`src/rtl/pb_flag_ctrl.sv`:
```
// Pushbutton front end: per-button 2-flop sync, debounce FSM, sticky press flag with read handshake.
// Outputs: debounced pressed level and a press-pending flag per button.
module pb_flag_ctrl #(
  parameter int unsigned CLK_FREQ      = 50_000_000,
  parameter int unsigned DEBOUNCE_MS   = 20,
  parameter bit          PB_ACTIVE_LOW = 1'b1
) (
  input  logic clk,
  input  logic rst_n,
  input  logic PB0_raw,
  input  logic PB1_raw,
  input  logic PB0_read,
  input  logic PB1_read,
  output logic PB0_flag,
  output logic PB1_flag,
  output logic PB0_level,
  output logic PB1_level
);

  localparam int unsigned DB_CYCLES = CLK_FREQ / 1000 * DEBOUNCE_MS;
  localparam int unsigned CNT_W     = (DB_CYCLES > 1) ? $clog2(DB_CYCLES) : 1;
  localparam logic [CNT_W-1:0] CNT_MAX = CNT_W'(DB_CYCLES - 1);

  typedef enum logic [1:0] {
    RELEASED     = 2'd0,
    PRESS_WAIT   = 2'd1,
    PRESSED      = 2'd2,
    RELEASE_WAIT = 2'd3
  } state_t;

  logic [1:0] pb_raw;
  logic [1:0] pb_read;
  logic [1:0] pb_flag;
  logic [1:0] pb_level;

  assign pb_raw  = {PB1_raw, PB0_raw};
  assign pb_read = {PB1_read, PB0_read};

  assign PB0_flag  = pb_flag[0];
  assign PB1_flag  = pb_flag[1];
  assign PB0_level = pb_level[0];
  assign PB1_level = pb_level[1];

  for (genvar i = 0; i < 2; i++) begin : g_btn
    logic             pressed_raw;
    logic [1:0]       sync_q;
    logic             s;
    state_t           state_q, state_d;
    logic [CNT_W-1:0] cnt_q, cnt_d;
    logic             set_c;
    logic             flag_q;
    logic             level_q;

    // Normalise polarity ahead of the synchronizer so its reset value means "released".
    assign pressed_raw = PB_ACTIVE_LOW ? ~pb_raw[i] : pb_raw[i];
    assign s           = sync_q[1];

    always_ff @(posedge clk or negedge rst_n) begin
      if (!rst_n) sync_q <= 2'b00;
      else        sync_q <= {sync_q[0], pressed_raw};
    end

    always_ff @(posedge clk or negedge rst_n) begin
      if (!rst_n) begin
        state_q <= RELEASED;
        cnt_q   <= '0;
      end else begin
        state_q <= state_d;
        cnt_q   <= cnt_d;
      end
    end

    always_comb begin
      state_d = state_q;
      cnt_d   = cnt_q;
      set_c   = 1'b0;
      case (state_q)
        RELEASED: begin
          if (s) begin
            state_d = PRESS_WAIT;
            cnt_d   = '0;
          end
        end
        PRESS_WAIT: begin
          if (!s) begin
            state_d = RELEASED;
          end else if (cnt_q == CNT_MAX) begin
            state_d = PRESSED;
            set_c   = 1'b1;
          end else begin
            cnt_d = cnt_q + CNT_W'(1);
          end
        end
        PRESSED: begin
          if (!s) begin
            state_d = RELEASE_WAIT;
            cnt_d   = '0;
          end
        end
        RELEASE_WAIT: begin
          if (s) begin
            state_d = PRESSED;
          end else if (cnt_q == CNT_MAX) begin
            state_d = RELEASED;
          end else begin
            cnt_d = cnt_q + CNT_W'(1);
          end
        end
        default: state_d = RELEASED;
      endcase
    end

    // A new press beats a same-cycle read so no press is ever dropped.
    always_ff @(posedge clk or negedge rst_n) begin
      if (!rst_n) begin
        flag_q  <= 1'b0;
        level_q <= 1'b0;
      end else begin
        if (set_c)           flag_q <= 1'b1;
        else if (pb_read[i]) flag_q <= 1'b0;
        level_q <= (state_d == PRESSED) || (state_d == RELEASE_WAIT);
      end
    end

    assign pb_flag[i]  = flag_q;
    assign pb_level[i] = level_q;
  end

endmodule

```
`config.mk`:
```
export PLATFORM = sky130hd
export DESIGN_NAME = pb_flag_ctrl
export DESIGN_NICKNAME = d
export VERILOG_FILES = /design/src/rtl/pb_flag_ctrl.sv
export SDC_FILE = /design/constraint.sdc
export NUM_CORES = 1
export LEC_CHECK = 0
export ABC_AREA = 1
export CAP_MARGIN = 40
export CORE_UTILIZATION = 60
export DETAILED_ROUTE_END_ITERATION = 10
export GPL_TIMING_DRIVEN = 0
export PLACE_DENSITY = 0.78
export SYNTH_ARGS = -nofsm -noshare
export SYNTH_HDL_FRONTEND = slang
export SYNTH_SLANG_ARGS = --single-unit
```
`constraint.sdc`:
```
create_clock -name clk -period 2.88 [get_ports clk]
set_input_delay 0.432 -clock clk [delete_from_list [all_inputs] [get_ports clk]]
set_output_delay 0.432 -clock clk [all_outputs]
set_load 0.05 [all_outputs]
```
## Word level (Yosys, flattened, before mapping)

Index checks and enable logic that the tools add are counted.

- Flip-flop bits (word level): 52
- Input port bits: 6
- Word-level logic and storage cells: 78
- Output and inout port bits: 4

- Eq/ne operators: 20
- Bitwise operators: 2
- Muxes and demuxes: 36
- Add/sub/neg operators: 2
- Reduce and logical (&&, ||, !) cells: 8

Operators by type and width:

| kind | count |
|---|---|
| 20-bit two-way mux | 10 |
| 20-bit one-hot mux with 4 select lines | 2 |
| 20-bit by 1-bit adder with 20-bit output, second input constant | 2 |
| 20-bit == test, second input constant | 2 |
| 2-bit two-way mux | 12 |
| 2-bit == test, second input constant | 8 |
| 2-bit != test, second input constant | 8 |
| 2-bit one-hot mux with 4 select lines | 2 |
| 1-bit two-way mux | 10 |
| 4-bit AND reduction | 2 |
| 2-bit by 1-bit == test with 1-bit output, second input constant | 2 |
| 2-bit logical NOT | 2 |
| 2-bit nonzero test | 2 |
| 1-bit logical OR | 2 |
| 1-bit inverter | 2 |

## Longest topological paths before layout

- Depth after elaboration: 6
- Depth in mapped cells: 11
- Mapped depth without buffers: 9

## Worst setup path after synthesis

OpenSTA, ideal clock, no wires.

- Kind: reg-to-reg
- Start: reg g_btn[0].cnt_q[0]
- End: reg g_btn[0].cnt_q[15]
- Clock period less this slack: 1.648 ns
- Cell stages (with the launch flop): 11
- Required time: 2.754 ns
- Path buffers: 2
- Setup slack: 1.232 ns
- Setup time: 0.126 ns
- Data arrival time: 1.522 ns
- Cells stage by stage: dfrtp_1 -> ha_1 -> nand3_2 -> nor2_2 -> nand3_2 -> nor2_4 -> nor2_2 -> inv_2 -> buf_6 -> buf_6 -> o21ai_0

- Word-level cells in the longest chain between the ends: 4
- Elaborated cells on any way between the ends: 6
- Classes of those cells: add/sub: 1; eq/ne: 1; mux: 4

RTL lines:

| element | RTL line | text |
|---|---|---|
| start, declared | 49 | `logic [CNT_W-1:0] cnt_q, cnt_d;` |
| start signal, assigned | 69 | `cnt_q <= cnt_d;` |
| 20-bit by 1-bit adder with 20-bit output or 20-bit == test (tied branches) | n/a |  |
| 20-bit two-way mux (*) | 87, 103 |  |
| 20-bit two-way mux, on equally long branches | 101, 85 |  |
| 20-bit one-hot mux with 4 select lines (*) | 77 | `case (state_q)` |

Mark *: on every way between the ends. The rest lies on a longest branch, timed or not. The select of a mux whose other input is x is not followed.
A chain may end at the register's enable or synchronous reset.

## Worst setup path after layout

- Start: reg g_btn[0].cnt_q[0]
- End: reg g_btn[0].cnt_q[14]

The elaborated chain is that of the path after synthesis.

==> results by group <==
Run status
  – Outcome: completed

Flow run
  – Max-Cap Viols: 0

Timing
  – Final Max Tran Viols: 0
  – Max Clk Rate: 488 MHz
  – Slew margin rel.: 58.0%
  – Crit path time final: 2.05 ns
  – Worst clock skew: 0.00815 ns
  – Tightest Pin Transition: 0.625 ns
  – Final hold vios: 0
  – Final Cycle Share: 71.1%
  – Final Worst Setup Slack: 0.833 ns
  – RSZ-0062 raised after global routing: false
  – Setup Viol. Count Final: 0

Critical path
  – Worst EP required: 3.08 ns
  – Startpoint class of the critical path: flop
  – Max incr delay on CP: 0.44 ns
  – Cells along the critical path: ha_1, nand3_2, nor2_2, nand3_2, nor2_4, nor2_2, inv_2, buf_6, buf_6, o21ai_0
  – Crit Path Max Fanout: 10
  – Critical Path Slowest Stage Cell: dfrtp_1
  – Worst path arrival time: 2.24 ns
  – R2R setup slack: 0.83 ns
  – Endpoint class of the critical path: flop
  – Setup CP Type: flop to flop

Synth
  – Post-synthesis cell area: 0.00311 mm^2
  – Mux share of post-synthesis cell area: 0%
  – Post-synth ARST share: 100%
  – Syn Area/Cell: 6.91 um^2
  – Compound-cell area share of the yosys netlist: 7.55%
  – Adder-Cell Fraction of Synth Area: 0.804%
  – Synth Area in Simple Gates: 41.8%
  – Synth top area share: 41.8%
  – Xor/xnor share of the synthesized area: 1.41%
  – Area leader, netlist: dfrtp_1
  – Post-synth EDFFs: 0
  – Post-Synthesis Cells: 451
  – Syn nets: 459
  – Largest family of logic cells by synthesized area: simple AND/OR/NAND/NOR gates
  – Synth warnings: 0
  – Synth area leaders: dfrtp_1 42%, nand2_1 18%, nand3_1 8.0%
  – Seq/Total Area, Yosys: 41.8%
  – Synth cell types: 31
  – Ys flop type: dfrtp_1
  – Seq cells post-synth: 52

Route
  – Overall routed net length: 7450 um
  – Met3 routed WL: 500 um
  – Via count: 2,998
  – Max layer used: met4
  – Final ANT Viol Nets: 0
  – Vias per inst: 5.59
  – Initial DRC Count: 345
  – Metal-1 WL: 3700 um
  – Post-DR wirelength/cell: 13.9 um
  – DRC viols: 0
  – Drt pass-1 iters: 5
  – Wire length on met2: 3220 um

Floorplan
  – Die height: 74.0 um
  – Core ar.: 0.00485 mm^2
  – DIE AREA: 0.00548 mm^2
  – Die X: 74.0 um
  – Cell Rows: 25
  – Starting Density: 64.2%
  – I/O pins: 10

Clocking
  – CTS hold repair buffers: 0
  – CTS tree: yes
  – Post-CTS Setup Repair Bufs: 0
  – CTS root buffer: clkbuf_8
  – Cts repair resizes: 0
  – Clock latency on the worst-skew pair: 0.31 ns
  – CTS buffer count: 5
  – Sinks on the clock net: 52
  – Clk pin slew, worst setup/hold paths: 0.10 ns
  – H-tree depth: 2
  – Clock buffer depth: 2

Power
  – Pwr Density: 403 mW/mm^2
  – Sw Ratio: 24.8%
  – Internal: 1040 uW
  – Seq pwr share: 55.1%
  – Combinational power share: 6.8%
  – P_leak: 0.00144 uW
  – P_sw: 342 uW
  – Clock power share: 38.1%
  – VDD IR-drop max: 374 uV

GRT
  – Largest net degree at the start of global routing: 31
  – Total track usage: 30.2%
  – Vias in the first global route: 2,669
  – Initial antenna violation count: 0
  – Global route overflow: 0
  – First-pass GRT wire length: 12,600 um

Cells and area
  – Fill cells: 439
  – Nets: 476
  – Share of layout cells above drive strength 1: 7.89%
  – ANT cells: 0
  – Most frequent cells in the layout: 153 x nand2_1, 57 x nor2_1, 52 x dfrtp_1, 50 x nand3_1, 37 x inv_1
  – Syn-to-layout area delta: 9.76%
  – Util after Layout: 70.5%
  – Commonest non-fill, non-tap cell in the layout: nand2_1

Placement
  – IO buf count: 9
  – Routability congestion estimate: 0.977
  – Post-Place Setup Slack: 0.874 ns
  – Detail Placement HPWL: 5420 um

Min path
  – Hold Path Class: input port to asynchronous set/reset pin
power by group through the flow:
stage | combinational (uW) | sequential (uW) | clock, uW
floorplan | 50.9 | 769 | 0
global placement | 87.8 | 772 | 0
detailed placement | 94.0 | 773 | 0
CTS | 94.4 | 759 | 527
global route | 107 | 763 | 556
finish | 93.7 | 759 | 524
sequential cells by signal, summed over array words and instances (netlist names):
signal	cells
PB0_level	1
PB1_level	1
g_btn.sync_q	4
g_btn.cnt_q	40
PB1_flag	1
PB0_flag	1
g_btn.state_q	4
cell usage after synthesis, drive strengths merged, types with 3 or more instances:
cell and number:
nand3b 3, and2 4, nor2 61, inv 38, o21bai 4, dfrtp 52, o21ai 37, xor2 4
buf 8, nand2 154, nand3 52, or2 10, nand4 13, clkbuf 3
final cells by class:
| cell class | instances | area, um^2 | area share [%] |
|---|---|---|---|
| clock buffer | 5 | 68.8 | 2.01 |
| timing repair buffer | 10 | 105 | 3.07 |
| clock inverter | 3 | 46.3 | 1.35 |
| inverter | 38 | 143 | 4.17 |
| multi-input combinational | 350 | 1610 | 47.0 |
| sequential | 52 | 1300 | 38.1 |
| buffer | 11 | 65.1 | 1.90 |
| tap | 67 | 83.8 | 2.45 |
critical path: cells and delay by family (launching register included):
| family | cells | cell delay, ns |
|---|---|---|
| simple gates | 5 | 0.68 |
| compound gates | 1 | 0.08 |
| buf+inv | 3 | 0.38 |
| fa+ha+maj | 1 | 0.34 |
| flops | 1 | 0.44 |
kinds of logic (layout without fill, tap and decap cells):
kind of cell / count (synthesis) / after routing
xor+xnor: 5 / 5
fa+ha+maj: 2 / 2
buf+inv: 49 / 67
compound gates: 44 / 44
simple gates: 299 / 299
flops: 52 / 52
path summary, 6_finish.rpt:
| kind | start | to | depth (start not counted) |
|---|---|---|---|
| setup reg to reg | g_btn[0].cnt_q[0]$_DFFE_PN0P_ | g_btn[0].cnt_q[14]$_DFFE_PN0P_ | 10 |
| setup / recovery | g_btn[0].cnt_q[0]$_DFFE_PN0P_ | g_btn[0].cnt_q[14]$_DFFE_PN0P_ | 10 |
| hold / removal | rst_n | g_btn[0].cnt_q[5]$_DFFE_PN0P_ | 1 |
| min in group clk | g_btn[1].sync_q[0]$_DFF_PN0_ | g_btn[1].sync_q[1]$_DFF_PN0_ | 0 |
| hold reg to reg | g_btn[1].sync_q[0]$_DFF_PN0_ | g_btn[1].sync_q[1]$_DFF_PN0_ | 0 |
| max in group asynchronous | rst_n | g_btn[0].cnt_q[15]$_DFFE_PN0P_ | 2 |
metrics by stage:
step / power [uW] / hold WS [ns] / area [um^2] / setup TNS [ns] / instances
detailed placement: 867 / 0.347 / 3300 / 0 / 528
floorplan: 820 / 0.136 / 3110 / 0 / 451
global placement: 860 / 0.341 / 3290 / -5.75 / 527
finish: 1380 / 0.103 / 3420 / 0 / 536
CTS: 1380 / 0.104 / 3420 / 0 / 536
global route: 1420 / 0.139 / 3420 / 0 / 536
metal layers:
metal | GRT usage, % | vias to the layer above
li1 | - | 1485
met1 | 46.2 | 1401
met2 | 45.3 | 107
met3 | 4.47 | 5
met4 | 6.20 | 0
met5 | 0 | -
Power figures use the tool's default switching activity.
